===== src/rtl/riscv_pkg.sv =====
// Shared constants and types for the RV32I core: opcodes, ALU operations and
// the memory arbiter's state and owner enumerations.
package riscv_pkg;

    localparam logic [6:0] OPC_LUI    = 7'b0110111;
    localparam logic [6:0] OPC_AUIPC  = 7'b0010111;
    localparam logic [6:0] OPC_JAL    = 7'b1101111;
    localparam logic [6:0] OPC_JALR   = 7'b1100111;
    localparam logic [6:0] OPC_BRANCH = 7'b1100011;
    localparam logic [6:0] OPC_LOAD   = 7'b0000011;
    localparam logic [6:0] OPC_STORE  = 7'b0100011;
    localparam logic [6:0] OPC_OP_IMM = 7'b0010011;
    localparam logic [6:0] OPC_OP     = 7'b0110011;
    localparam logic [6:0] OPC_SYSTEM = 7'b1110011;

    typedef enum logic [3:0] {
        ALU_ADD  = 4'd0,
        ALU_SUB  = 4'd1,
        ALU_SLL  = 4'd2,
        ALU_SLT  = 4'd3,
        ALU_SLTU = 4'd4,
        ALU_XOR  = 4'd5,
        ALU_SRL  = 4'd6,
        ALU_SRA  = 4'd7,
        ALU_OR   = 4'd8,
        ALU_AND  = 4'd9
    } alu_op_t;

    typedef enum logic [1:0] {
        IDLE    = 2'd0,
        BUSY_IF = 2'd1,
        BUSY_D  = 2'd2,
        RESP    = 2'd3
    } arb_state_t;

    typedef enum logic {
        OWNER_IF   = 1'b0,
        OWNER_DATA = 1'b1
    } arb_owner_t;

endpackage


===== src/rtl/mem_arbiter.sv =====
// Shares one single-port memory between instruction fetch and data access.
// Data wins ties unless fetch has been passed over STARVE_LIMIT times in a row.
module mem_arbiter
    import riscv_pkg::*;
#(
    parameter int STARVE_LIMIT = 4
) (
    input  logic        clk,
    input  logic        rst,
    input  logic        if_req,
    input  logic [31:0] if_addr,
    output logic        if_ready,
    output logic [31:0] if_rdata,
    input  logic        d_req,
    input  logic        d_we,
    input  logic [31:0] d_addr,
    input  logic [31:0] d_wdata,
    input  logic [3:0]  d_be,
    output logic        d_ready,
    output logic [31:0] d_rdata,
    output logic        mem_req,
    output logic        mem_we,
    output logic [31:0] mem_addr,
    output logic [31:0] mem_wdata,
    output logic [3:0]  mem_be,
    input  logic        mem_ack,
    input  logic [31:0] mem_rdata
);

    localparam int CNT_W = $clog2(STARVE_LIMIT + 1);
    localparam logic [CNT_W-1:0] CNT_MAX = CNT_W'(STARVE_LIMIT);

    arb_state_t       state;
    arb_state_t       next_state;
    arb_owner_t       owner;
    logic [CNT_W-1:0] starve_cnt;
    logic             grant_if;
    logic             grant_d;
    logic             ack_seen;

    always_ff @(posedge clk) begin
        if (rst) begin
            state <= IDLE;
        end else begin
            state <= next_state;
        end
    end

    // Grants are only made from IDLE, so requester inputs are ignored everywhere else.
    always_comb begin
        next_state = state;
        grant_if   = 1'b0;
        grant_d    = 1'b0;
        ack_seen   = 1'b0;
        case (state)
            IDLE: begin
                if (if_req && d_req) begin
                    if (starve_cnt == CNT_MAX) begin
                        grant_if = 1'b1;
                    end else begin
                        grant_d = 1'b1;
                    end
                end else if (if_req) begin
                    grant_if = 1'b1;
                end else if (d_req) begin
                    grant_d = 1'b1;
                end
                if (grant_if) begin
                    next_state = BUSY_IF;
                end else if (grant_d) begin
                    next_state = BUSY_D;
                end
            end
            BUSY_IF, BUSY_D: begin
                if (mem_ack) begin
                    ack_seen   = 1'b1;
                    next_state = RESP;
                end
            end
            RESP: begin
                next_state = IDLE;
            end
            default: begin
                next_state = IDLE;
            end
        endcase
    end

    // The ready pulse is registered on the ack edge so it lands in the RESP cycle.
    always_ff @(posedge clk) begin
        if (rst) begin
            owner     <= OWNER_IF;
            mem_req   <= 1'b0;
            mem_we    <= 1'b0;
            mem_addr  <= '0;
            mem_wdata <= '0;
            mem_be    <= '0;
            if_ready  <= 1'b0;
            d_ready   <= 1'b0;
            if_rdata  <= '0;
            d_rdata   <= '0;
        end else begin
            if_ready <= 1'b0;
            d_ready  <= 1'b0;
            if (grant_if) begin
                owner     <= OWNER_IF;
                mem_req   <= 1'b1;
                mem_we    <= 1'b0;
                mem_addr  <= if_addr;
                mem_wdata <= '0;
                mem_be    <= 4'hF;
            end else if (grant_d) begin
                owner     <= OWNER_DATA;
                mem_req   <= 1'b1;
                mem_we    <= d_we;
                mem_addr  <= d_addr;
                mem_wdata <= d_wdata;
                mem_be    <= d_be;
            end
            if (ack_seen) begin
                mem_req <= 1'b0;
                if (owner == OWNER_IF) begin
                    if_ready <= 1'b1;
                    if_rdata <= mem_rdata;
                end else begin
                    d_ready <= 1'b1;
                    if (!mem_we) begin
                        d_rdata <= mem_rdata;
                    end
                end
            end
        end
    end

    // Counts data grants that jumped ahead of a waiting fetch.
    always_ff @(posedge clk) begin
        if (rst) begin
            starve_cnt <= '0;
        end else if (grant_if) begin
            starve_cnt <= '0;
        end else if (grant_d && if_req && (starve_cnt != CNT_MAX)) begin
            starve_cnt <= starve_cnt + CNT_W'(1);
        end
    end

endmodule


===== config.mk =====
export PLATFORM = sky130hd
export DESIGN_NAME = mem_arbiter
export DESIGN_NICKNAME = d
export VERILOG_FILES = /design/src/rtl/riscv_pkg.sv /design/src/rtl/mem_arbiter.sv
export SDC_FILE = /design/constraint.sdc
export NUM_CORES = 1
export LEC_CHECK = 0
export CAP_MARGIN = 0
export CELL_PAD_IN_SITES_DETAIL_PLACEMENT = 0
export CELL_PAD_IN_SITES_GLOBAL_PLACEMENT = 1
export CORE_MARGIN = 1.5
export CORE_UTILIZATION = 29
export DETAILED_ROUTE_END_ITERATION = 10
export PLACE_DENSITY_LB_ADDON = 0.1
export SLEW_MARGIN = 20
export SYNTH_ARGS = -nofsm -noshare
export SYNTH_HDL_FRONTEND = slang
export SYNTH_SLANG_ARGS = --single-unit

===== constraint.sdc =====
create_clock -name clk -period 2 [get_ports clk]
set_input_delay 0.3 -clock clk [delete_from_list [all_inputs] [get_ports clk]]
set_output_delay 0.3 -clock clk [all_outputs]
set_load 0.1 [all_outputs]

==> summary.md <==
| Metric | Value |
|---|---|
| Run status | finished clean |
| Via count | 5977 |
| Final TNS setup | 0 ns |
| Largest family of logic cells by synthesized area | compound AO/OA/AOI/OAI gates |
| Row cnt | 51 |
| Fillers | 1920 |
| Hold Path Class | in2reg |
| PwrDens | 1500 mW/mm^2 |
| FF-to-FF Start | state[1] |
| Number of global-route vias before repair | 6068 |
| Post-synthesis instance total | 694 |
| Hold Path Depth | 2 |
| Final period utilization | 90.7% |
| Layout cell share with drive strength beyond 1 | 22.2% |
| Root buffer cell | clkbuf_16 |
| Area of the multi-input gates | 0.00250 mm^2 |
| Worst R2R End | mem_addr[2] |
| # Max-Cap Violations | 0 |
| Net Sw Power | 0.00664 W |
| Hold Path End | mem_addr[8] |
| Number of enable flip-flop cells after synthesis | 0 |
| Postcts setup bufs | 0 |
| Io pins | 274 |
| Max_slew headroom | 73.0% |
| Drt wl/cell | 16.0 um |
| CTS buffer count | 17 |
| Dpl cell area | 0.00845 mm^2 |
| Post-synth top flop | dfxtp_1 |
| Commonest non-fill, non-tap cell in the layout | buf_4 |
| Adder-Cell Fraction of Synth Area | 0.878% |
| Clock Pin Slew Worst Setup and Hold Paths | 0.06 ns |
| Slew Limit Fails | 0 |
| Setup WS pre-CTS | 0.127 ns |
| Number of clock sinks | 142 |
| Via density | 4.91 |
| Post-CTS Resized | 0 |
| Largest net degree at the start of global routing | 77 |
| Layout area overhead | 58.8% |
| GR Overflow Total | 0 |
| Final Instance Area | 0.00905 mm^2 |
| Mapped Area | 0.00570 mm^2 |
| Synthesized Nets | 836 |
| Worst Setup Start Kind | register |
| Non-Filler Instances | 1217 |
| Crit path max fanout | 53 |
| Cells after DPL | 1184 |
| Synth Area in Compound Gates | 23.2% |
| Hold Fails Final Rpt | 0 |
| Residual DRC | 0 |
| Switching Fraction | 48.8% |
| # setup viols final | 0 |
| Die area | 0.0205 mm^2 |
| Final nets | 1080 |
| Effective utilization at floorplan | 29.4% |
| Internal power | 0.00696 W |
| Worst EP required | 2.31 ns |
| Post-synthesis register bit count | 142 |
| Fin crit period | 1.81 ns |
| Sequential cell area | 0.00284 mm^2 |
| Synth unique cells | 39 |
| Final worst slack | 0.187 ns |
| Fmax | 552 MHz |
| H-Tree Depth | 4 |
| Comb power frac | 49.8% |
| Pre-antenna DRT Iters | 4 |
| Synth Area in XOR/XNOR | 0% |
| CP Capture Type | register |
| Worst IR drop on VDD | 0.000685 V |
| Worst slew pin tran | 0.405 ns |
| Synth Area per Inst | 8.21 um^2 |
| DP Wirelength | 13100 um |
| Routability Congestion | 0.843 |
| Hold_buf cts | 0 |
| Seq/Total Area, Yosys | 49.9% |
| Critical path startpoint | state[1] |
| Register share of total power | 26.8% |
| Die height | 143 um |
| Mux contribution to synthesized area | 0.198% |
| Post-synthesis simple-gate area fraction | 19.5% |
| Leakage | 3.44 nW |
| CTS tree | built |
| First-pass GRT wire length | 30700 um |
| HP Start | rst |
| Data arrival time of the critical path | 2.13 ns |
| Antenna violations before repair | 1 |
| Synth async-reset ratio | 0% |
| Detailed Route Iter0 Violations | 249 |
| Gr usage total | 19.1% |
| Flop-to-flop setup slack | 0.19 ns |
| DRT antenna net count | 0 |
| Clock tree buffer depth | 2 |
| Clock power frac | 23.4% |
| Die width | 143 um |
| Yosys Warn Count | 0 |
| IO Port Bufs | 273 |
| Total power | 0.0136 W |
| RSZ-0062 raised after global routing | false |
| Layout Skew | 0.00822 ns |
| Routed WL | 19500 um |
| Core Area | 0.0194 mm^2 |
| Most frequent cells in the layout | buf_4 (148), dfxtp_1 (142), clkdlybuf4s50_1 (136) |
| Worst-skew pair later-pin latency | 0.41 ns |
| Worst-case reg-to-reg path depth | 6 |
| Crit path kind | reg2reg |
==> synthesized netlist by cell type (all sizes together), types with 2 or more instances <==
cell type | instances | share of area [%]
a21boi | 2 | 0.33
a21oi | 102 | 9.0
a311oi | 32 | 6.0
a31oi | 4 | 0.44
buf | 37 | 3.5
clkbuf | 36 | 2.4
dfxtp | 142 | 50
ha | 4 | 0.88
inv | 7 | 0.46
nand2 | 131 | 8.6
nand3 | 71 | 6.4
nor2 | 3 | 0.20
nor3 | 32 | 2.8
o21ai | 73 | 6.5
==> metal layers <==
layer	part of all wire, %	track usage [%]	vias to the layer above
met2	47	31.3	209
met4	2.1	7.27	0
met1	43	22.6	2799
met3	8.0	7.11	28
met5	0	0	-
li1	-	-	2941
==> power by group through the flow <==
stage,combinational [W],clock [W],sequential [W]
3_3_place_gp,0.00676,0,0.00369
4_1_cts,0.00682,0.00329,0.00365
5_1_grt,0.00710,0.00342,0.00371
6_report,0.00678,0.00318,0.00364
2_1_floorplan,0.00156,0,0.00722
3_5_place_dp,0.00682,0,0.00370
==> state kept, by name, indices dropped and copies added, names as in the netlist <==
name	count
if_ready	1
mem_we	1
d_ready	1
mem_req	1
state	2
d_rdata	32
mem_wdata	32
mem_be	4
starve_cnt	3
mem_addr	32
owner	1
if_rdata	32
==> cell families (layout without fill, tap and decap cells) <==
kind of cell    after synthesis  after routing
buf+inv                      80            337
mux                           1              1
flops                       142            142
other cells                   0              1
fa+ha+maj                     4              4
compound gates              219            219
simple gates                248            248
==> worst max-delay path, stage by stage, from the launching register on <==
cell and delay, ns:
dfxtp_1 0.29, inv_1 0.09, ha_1 0.35, and2_2 0.26, buf_12 0.26, nand3_1 0.12
a311oi_1 0.30
==> worst max-delay path by stage <==
stage,end,slack [ns],depth (start not counted)
3_3_place_gp,mem_addr[21],0.20,6
6_report,mem_addr[2],0.19,6
3_5_place_dp,mem_addr[2],0.13,6
5_1_grt,mem_addr[27],0.05,6
4_1_cts,mem_addr[2],0.20,6
2_1_floorplan,d_rdata[13],0.21,4
==> metrics by stage <==
| step | hold slack, ns | util, % |
|---|---|---|
| after global placement | 0.442 | 43.6 |
| after detailed placement | 0.448 | 43.6 |
| final | 0.353 | 46.7 |
| after floorplan | 0.436 | - |
| after CTS | 0.334 | 46.6 |
| after global routing | 0.359 | 46.7 |
==> area by class of cell <==
cell class	instances	share of cell area, %
antenna	1	0.0276
inverter	7	0.290
sequential	142	31.4
clock buffer	23	5.39
tap	265	3.66
timing repair buffer	298	30.4
multi-input combinational	472	27.6
clock inverter	9	1.19
Note: power is estimated with default switching activity, not from simulation.
